`src/rtl/fp32_mul_round.sv`:
```
// fp32_mul_round: normalize-and-round back end of the FP32 multiplier.
// Takes the 48-bit significand product, operand exponents and sign, and
// produces a packed single-precision result plus overflow/underflow/inexact.
// Two pipeline stages with valid/ready on both sides and no skid buffer.
module fp32_mul_round #(
    parameter int BIAS = 127
) (
    input  logic        clock,
    input  logic        reset,
    input  logic        io_in_valid,
    output logic        io_in_ready,
    input  logic        io_in_sign,
    input  logic [7:0]  io_in_exp_a,
    input  logic [7:0]  io_in_exp_b,
    input  logic [47:0] io_in_prod,
    input  logic        io_in_zero,
    output logic        io_out_valid,
    input  logic        io_out_ready,
    output logic [31:0] io_out_result,
    output logic [2:0]  io_out_flags
);

    // Round-to-nearest-even increment decision from guard/sticky/lsb.
    function automatic logic round_up(input logic g, input logic st, input logic lsb);
        return g && (st || lsb);
    endfunction

    // Stage-1 registers (normalized fields)
    logic               s1_valid_q, s1_valid_d;
    logic               s1_sign_q,  s1_sign_d;
    logic               s1_zero_q,  s1_zero_d;
    logic signed [9:0]  s1_exp_q,   s1_exp_d;
    logic [22:0]        s1_mant_q,  s1_mant_d;
    logic               s1_g_q,     s1_g_d;
    logic               s1_st_q,    s1_st_d;

    // Stage-2 registers (packed result, drive the outputs directly)
    logic               s2_valid_q, s2_valid_d;
    logic [31:0]        s2_result_q, s2_result_d;
    logic [2:0]         s2_flags_q,  s2_flags_d;

    logic               s1_adv, s2_adv;
    logic signed [9:0]  e_sum;
    logic [23:0]        mant_r;
    logic signed [9:0]  e_r;

    // Pipeline advance: a stage moves when it is empty or its consumer moves.
    always_comb begin
        s2_adv      = !s2_valid_q || io_out_ready;
        s1_adv      = !s1_valid_q || s2_adv;
        io_in_ready = s1_adv;
    end

    // Stage 1: unbias exponent sum and normalize the product to 1.xxx form.
    always_comb begin
        e_sum = signed'({2'b00, io_in_exp_a}) + signed'({2'b00, io_in_exp_b})
                - signed'(10'(BIAS));
        s1_sign_d = io_in_sign;
        s1_zero_d = io_in_zero;
        s1_exp_d  = e_sum;
        s1_mant_d = io_in_prod[45:23];
        s1_g_d    = io_in_prod[22];
        s1_st_d   = |io_in_prod[21:0];
        if (io_in_prod[47]) begin
            s1_exp_d  = e_sum + 10'sd1;
            s1_mant_d = io_in_prod[46:24];
            s1_g_d    = io_in_prod[23];
            s1_st_d   = |io_in_prod[22:0];
        end
        s1_valid_d = s1_adv ? io_in_valid : s1_valid_q;
    end

    // Stage 2: round, fold the rounding carry into the exponent, then pack
    // with exception priority zero > overflow > underflow > normal.
    always_comb begin
        mant_r = {1'b0, s1_mant_q} + {23'd0, round_up(s1_g_q, s1_st_q, s1_mant_q[0])};
        e_r    = s1_exp_q + (mant_r[23] ? 10'sd1 : 10'sd0);
        if (s1_zero_q) begin
            s2_result_d = {s1_sign_q, 31'd0};
            s2_flags_d  = 3'b000;
        end else if (e_r >= 10'sd255) begin
            s2_result_d = {s1_sign_q, 8'hFF, 23'd0};
            s2_flags_d  = 3'b101;
        end else if (e_r <= 10'sd0) begin
            s2_result_d = {s1_sign_q, 31'd0};
            s2_flags_d  = 3'b011;
        end else begin
            s2_result_d = {s1_sign_q, e_r[7:0], mant_r[22:0]};
            s2_flags_d  = {2'b00, s1_g_q | s1_st_q};
        end
        s2_valid_d = s2_adv ? s1_valid_q : s2_valid_q;
    end

    // Control state and output registers; reset discards everything in flight.
    always_ff @(posedge clock or posedge reset) begin
        if (reset) begin
            s1_valid_q  <= 1'b0;
            s2_valid_q  <= 1'b0;
            s2_result_q <= 32'd0;
            s2_flags_q  <= 3'b000;
        end else begin
            s1_valid_q <= s1_valid_d;
            s2_valid_q <= s2_valid_d;
            if (s2_adv && s1_valid_q) begin
                s2_result_q <= s2_result_d;
                s2_flags_q  <= s2_flags_d;
            end
        end
    end

    // Stage-1 datapath registers; qualified by s1_valid_q so no reset needed.
    always_ff @(posedge clock) begin
        if (s1_adv && io_in_valid) begin
            s1_sign_q <= s1_sign_d;
            s1_zero_q <= s1_zero_d;
            s1_exp_q  <= s1_exp_d;
            s1_mant_q <= s1_mant_d;
            s1_g_q    <= s1_g_d;
            s1_st_q   <= s1_st_d;
        end
    end

    assign io_out_valid  = s2_valid_q;
    assign io_out_result = s2_result_q;
    assign io_out_flags  = s2_flags_q;

endmodule

```
`config.mk`:
```
export PLATFORM = sky130hd
export DESIGN_NAME = fp32_mul_round
export DESIGN_NICKNAME = d
export VERILOG_FILES = /design/src/rtl/fp32_mul_round.sv
export SDC_FILE = /design/constraint.sdc
export NUM_CORES = 1
export LEC_CHECK = 0
export CAP_MARGIN = 20
export CELL_PAD_IN_SITES_DETAIL_PLACEMENT = 1
export CELL_PAD_IN_SITES_GLOBAL_PLACEMENT = 1
export CORE_MARGIN = 2
export CORE_UTILIZATION = 42
export DETAILED_ROUTE_END_ITERATION = 7
export GPL_TIMING_DRIVEN = 0
export MAX_ROUTING_LAYER = met4
export PLACE_DENSITY_LB_ADDON = 0.3
export SLEW_MARGIN = 15
export SYNTH_ARGS = -nofsm -noshare
export SYNTH_HDL_FRONTEND = slang
export SYNTH_SLANG_ARGS = --single-unit
export TNS_END_PERCENT = 20
```
`constraint.sdc`:
```
create_clock -name clock -period 6.8 [get_ports clock]
set_input_delay 1.02 -clock clock [delete_from_list [all_inputs] [get_ports clock]]
set_output_delay 1.02 -clock clock [all_outputs]
set_load 0.01 [all_outputs]
```
## Word-level counts from Yosys, hierarchy flattened

Index checks and enable logic that the tools add are counted.

| operators by class | value |
|---|---|
| $add $sub $neg | 5 |
| order comparisons | 2 |
| mux-type cells | 11 |
| bitwise gates (word level) | 1 |
| reduce and logical (&&, ||, !) cells | 10 |

Operators by type and width:

| kind | number |
|---|---|
| two-way mux 31 bit | 3 |
| adder 23 x 1 -> 24 bit | 1 |
| two-way mux 23 bit | 1 |
| OR reduction 23 bit | 1 |
| OR reduction 22 bit | 1 |
| adder 10 x 2 -> 10 bit | 1 |
| adder 10 x 2 -> 10 bit (second input constant) | 1 |
| >= comparator 10 x 9 -> 1 bit (second input constant) | 1 |
| less-or-equal comparator 10 x 1 -> 1 bit (second input constant) | 1 |
| two-way mux 10 bit | 1 |
| subtractor 9 x 7 -> 10 bit (second input constant) | 1 |
| adder 8 x 8 -> 9 bit | 1 |
| two-way mux 3 bit | 2 |
| logical AND 1 bit | 3 |
| logical OR 1 bit | 3 |
| two-way mux 1 bit | 3 |
| logical NOT 1 bit | 2 |
| two-way mux 2 bit | 1 |
| bitwise OR 1 bit | 1 |

| word-level totals | value |
|---|---|
| bits in registers | 74 |
| input port bits | 70 |
| output and inout bits | 37 |
| logic and storage cells | 39 |

## Longest topological paths before layout

| depth | value |
|---|---|
| depth in word-level cells | 9 |
| gate-level depth with buffers | 15 |
| gate-level depth less buffers | 13 |

## Worst setup path after synthesis

Ideal clock, no wire load.

| path | value |
|---|---|
| path kind | input to register |
| from | input io_in_exp_a[1] |
| to | register s1_exp_q[9] (data pin) |
| library setup time | 0.268 ns |
| arrival | 2.981 ns |
| required time | 6.532 ns |
| setup slack | 3.550 ns |
| stages | 9 |
| buffers on the path | 0 |
| cell sequence | ha_1 > ha_1 > inv_1 > fa_1 > nor4bb_1 > and2_1 > nand4_1 > o41ai_1 > a211oi_1 |

| between the ends | value |
|---|---|
| word-level cells in the longest chain between the ends | 4 |

RTL lines:

| what | line | source |
|---|---|---|
| start: declaration | 13 | `input logic [7:0] io_in_exp_a,` |
| adder 8 x 8 -> 9 bit * | 56 | `e_sum = signed'({2'b00, io_in_exp_a}) + signed'({2'b00, io_in_exp_b})` |
| subtractor 9 x 7 -> 10 bit * | 57 | `- signed'(10'(BIAS));` |
| adder 10 x 2 -> 10 bit | 65 | `s1_exp_d = e_sum + 10'sd1;` |
| two-way mux 10 bit * | 64 | `if (io_in_prod[47]) begin` |
| via s1_exp_d[9] | 32 | `logic signed [9:0] s1_exp_q, s1_exp_d;` |
| end signal: assignment | 116 | `s1_exp_q <= s1_exp_d;` |
| end: declaration | 32 |  |

The timed path passes the listed nets; every way through them passes the cells marked *.
A chain may end at the register's enable or synchronous reset.

## Worst setup path after layout

| path | value |
|---|---|
| from | register s1_st_q |
| to | register s2_result_q[3], in the netlist io_out_result[3] |

| between the ends | value |
|---|---|
| word-level cells in the longest chain between the ends | 9 |
| elaborated cells between the ends (all ways) | 10 |
| classes of those cells | add/sub: 2; order compare: 2; mux: 4; reduce/logical: 2 |

RTL lines:

| what | line | source |
|---|---|---|
| start: declaration | 35 | `logic s1_st_q, s1_st_d;` |
| start signal: assignment | 119 | `s1_st_q <= s1_st_d;` |
| logical OR 1 bit * | 25 | `return g && (st \|\| lsb);` |
| logical AND 1 bit * | 25 |  |
| adder 23 x 1 -> 24 bit * | 76 | `mant_r = {1'b0, s1_mant_q} + {23'd0, round_up(s1_g_q, s1_st_q, s1_mant_q[0])};` |
| two-way mux 1 bit | 77 | `e_r = s1_exp_q + (mant_r[23] ? 10'sd1 : 10'sd0);` |
| adder 10 x 2 -> 10 bit | 77 |  |
| less-or-equal comparator 10 x 1 -> 1 bit | 84 | `end else if (e_r <= 10'sd0) begin` |
| two-way mux 31 bit | 84 |  |
| two-way mux 31 bit * | 81 | `end else if (e_r >= 10'sd255) begin` |
| two-way mux 31 bit * | 78 | `if (s1_zero_q) begin` |
| end signal: assignment | 105 | `s2_result_q <= s2_result_d;` |
| end: declaration | 39 | `logic [31:0] s2_result_q, s2_result_d;` |

Every way passes the cells marked *; elsewhere a longest branch is shown, timed or not.

==> results.yml <==
floorplanning:
  die_height_um: 106
  floorplan.initialDensity: 0.430
  fp.dieW_um: 106
  core-area_um2: 10200
  floorplan.rows: 37
  io_pins: 107
  die-area_um2: 11300
pwr:
  power_density_nw_per_um2: 208
  p_leak_nw: 2.31
  power.ir.vdd_worst_uv: 77.3
final_layout:
  fin_area_um2: 5880
  layout-drive-gt1-share: 0.163
  finalNetCount: 601
  antennaDiodeCount: 0
  postLayoutCoreUtil: 0.575
  flow.area_growth_from_synthesis_pct: 33.8
flow_run:
  cap_viol_max_count: 0
sta:
  final-max-slew-violation-count: 0
  tightestPinTransition_ns: 0.608
  final-setup-viol-count: 0
  grt_setup_unrepaired: "false"
  post-route-period-util: 0.568
  finalClockSkew_ns: 0.00655
  setup_tns_ns: 0
  final_critical_path_setup_slack_ns: 2.94
  timing.final.crit_period_ns: 3.86
  slew_headroom: 0.595
  finalHoldViolations: 0
  fmax_mhz: 259
logic_synthesis:
  synth.mux.area_fraction: 0.0714
  yosys.area_share.adder: 0.0615
  yosys_warnings: 0
  ys_async_sr_fraction: 0.500
  synth_fp_nets: 482
  synth-main-ff-cell: "sky130_fd_sc_hd__edfxtp_1"
  synth_seq_area_share: 0.463
  area_fraction_in_compound_gates_after_synthesis: 0.126
  synth_area_per_cell_um2: 11.2
  synth.area.top_cells: "sky130_fd_sc_hd__edfxtp_1, sky130_fd_sc_hd__dfrtp_1, sky130_fd_sc_hd__mux2_2"
  ys_seq_elements: 74
  cell_type_contributing_the_most_total_cell_area_after_synthesis: "sky130_fd_sc_hd__edfxtp_1"
  synth_largest_type_area_fraction: 0.253
  synth_cells: 391
  synth_most_common_cell: "sky130_fd_sc_hd__nand2_1"
  post_synth_xor_area_fraction: 0.0814
  yosys.cell_types.count: 62
  netlist_area_um2: 4400
  main_combinational_cell_family_by_area_after_synthesis: "simple AND/OR/NAND/NOR gates"
  netlist_top_cells_count: "sky130_fd_sc_hd__nand2_1, sky130_fd_sc_hd__dfrtp_1, sky130_fd_sc_hd__edfxtp_1, sky130_fd_sc_hd__mux2_2"
  synthesized_area_fraction_occupied_by_and_or_nand_nor_cells: 0.157
  synth_edf_count: 37
global_route:
  grt_total_usage: 0.209
  grt_antenna_before_repair: 0
  grt_start_max_net_pins: 29
  first_global_vias: 3699
  global_route.overflow_total: 0
  grt_pass1_wl_mm: 17.7
worst_setup_path:
  cp_data_arrival_time_ns: 4.12
  crit_path_start_kind: "flip-flop"
  reg2reg_slack_ns: 2.94
  cp.required_ns: 7.05
  end_kind: "flip-flop"
  crit_path_max_fanout: 10
  crit_type: "reg -> reg"
  worst_r2r_path_depth: 15
routing:
  routed_wl_mm: 10.8
  detail_route.drc_violations: 0
  routed-via-count: 3441
  detail_route.first_pass.iterations: 4
  drtIter0Drc: 117
  drt-wirelength-per-cell_um: 16.5
  antenna_violating_nets_post_route: 0
  routed_via_density: 5.29
clock_network:
  cts-htree-levels: 3
  cts_num_sinks: 74
  cts_buffer_depth: 2
  cts-root-buf: "sky130_fd_sc_hd__clkbuf_8"
  clkSlewWorstSetupHoldPaths_ns: 0.08
  cts_buffers: 9
  hold_buffers: 0
  clock_tree_from_tritoncts: "yes"
  cts_repair_resize_count: 0
  post_cts.repair.setup_buffers: 0
  clock_latency_on_the_worst_skew_pair_ns: 0.36
place:
  port_buffers: 106
  dp_hpwl_mm: 8.50
  detailed_place.area_um2: 5680
  rd_place_congestion: 0.831
  place_ws_ns: 2.74
worst_hold_path:
  hold_path_cell_cnt: 1
  timing.hold.worst.class: "reg -> reg"
status:
  outcome: "completed"
through the flow:
step	instances	hold slack (ns)	power, mW
after CTS	651	0.484	1.24
after floorplan	391	0.455	0.734
after global routing	651	0.506	1.29
after global placement	633	0.456	0.858
after detailed placement	635	0.466	0.879
final	651	0.480	1.22
worst max-delay path, cell delays in order (launching register included):
cell and delay [ns]:
sky130_fd_sc_hd__edfxtp_1 0.36, sky130_fd_sc_hd__o21a_1 0.13, sky130_fd_sc_hd__ha_1 0.19, sky130_fd_sc_hd__and3_1 0.33
sky130_fd_sc_hd__nand4_1 0.26, sky130_fd_sc_hd__nor3_1 0.33, sky130_fd_sc_hd__ha_1 0.28, sky130_fd_sc_hd__ha_1 0.30
sky130_fd_sc_hd__and2_1 0.17, sky130_fd_sc_hd__buf_4 0.15, sky130_fd_sc_hd__a31oi_2 0.12, sky130_fd_sc_hd__a2111oi_4 0.55
sky130_fd_sc_hd__o21ai_2 0.11, sky130_fd_sc_hd__nand3_2 0.17, sky130_fd_sc_hd__buf_6 0.20, sky130_fd_sc_hd__o21ai_2 0.08
power by group:
part | total (mW) | switching, mW | internal (mW)
clock | 0.356 | 0.167 | 0.189
combinational | 0.313 | 0.147 | 0.165
sequential | 0.556 | 0.0324 | 0.523
cells in the final DEF (no fill, tap or decap), types with 4 or more instances in the layout:
cell type | netlist | routed
sky130_fd_sc_hd__nor4_1 | 6 | 6
sky130_fd_sc_hd__buf_4 | 5 | 5
sky130_fd_sc_hd__a21oi_1 | 7 | 7
sky130_fd_sc_hd__and3_1 | 6 | 6
sky130_fd_sc_hd__xor2_1 | 21 | 21
sky130_fd_sc_hd__clkdlybuf4s50_1 | 0 | 106
sky130_fd_sc_hd__edfxtp_1 | 37 | 37
sky130_fd_sc_hd__and4_1 | 6 | 6
sky130_fd_sc_hd__nor2_1 | 12 | 12
sky130_fd_sc_hd__and2_1 | 7 | 6
sky130_fd_sc_hd__a22o_1 | 4 | 4
sky130_fd_sc_hd__nor2b_1 | 5 | 5
sky130_fd_sc_hd__nand2b_1 | 7 | 7
sky130_fd_sc_hd__inv_1 | 18 | 17
sky130_fd_sc_hd__ha_1 | 20 | 20
sky130_fd_sc_hd__nand2_1 | 42 | 42
sky130_fd_sc_hd__o21ai_2 | 21 | 21
sky130_fd_sc_hd__clkbuf_8 | 0 | 11
sky130_fd_sc_hd__clkbuf_1 | 4 | 5
sky130_fd_sc_hd__dfrtp_1 | 37 | 37
sky130_fd_sc_hd__nand3_1 | 15 | 15
sky130_fd_sc_hd__xnor2_1 | 18 | 18
sky130_fd_sc_hd__mux2_2 | 26 | 26
sky130_fd_sc_hd__o21ai_0 | 6 | 6
sky130_fd_sc_hd__nand4_1 | 5 | 5
worst paths after layout:
kind                            from           endpoint
min in group asynchronous      reset         s1_valid_q
max reg2reg                  s1_st_q   io_out_result[3]
max                          s1_st_q   io_out_result[3]
min                        s1_sign_q  io_out_result[31]
max in group asynchronous      reset    io_out_flags[0]
min reg2reg                s1_sign_q  io_out_result[31]
sequential cells by signal, summed over array words and instances, names as in the netlist:
signal	count
s1_mant_q	23
io_out_flags	3
s1_g_q	1
s1_zero_q	1
s1_exp_q	10
io_out_result	32
s1_valid_q	1
s1_sign_q	1
io_out_valid	1
s1_st_q	1
routing by layer:
metal	share of wire	track usage
met5	0	-
met4	0.018	0.0752
met3	0.042	0.0392
met2	0.53	0.370
met1	0.41	0.234
cells by family (layout without fill, tap and decap cells):
logic type                 after synthesis  count (layout)
buffers and inverters                   34             158
adders and majority gates               21              21
DFF                                     74              74
AOI/OAI and AO/OA                       67              67
xor gates and xnor gates                40              40
and+or+nand+nor                        127             127
muxes                                   28              28
layout make-up:
| class | instances | area (um^2) |
|---|---|---|
| Sequential cell | 74 | 2040 |
| Tap cell | 136 | 170 |
| Clock buffer | 12 | 155 |
| Inverter | 18 | 67.6 |
| Fill cell | 1110 | 4350 |
| Multi-Input combinational cell | 283 | 2190 |
| Clock inverter | 4 | 50.0 |
| Timing Repair Buffer | 108 | 1110 |
| Buffer | 16 | 103 |
(Power assumes the default switching activity.)
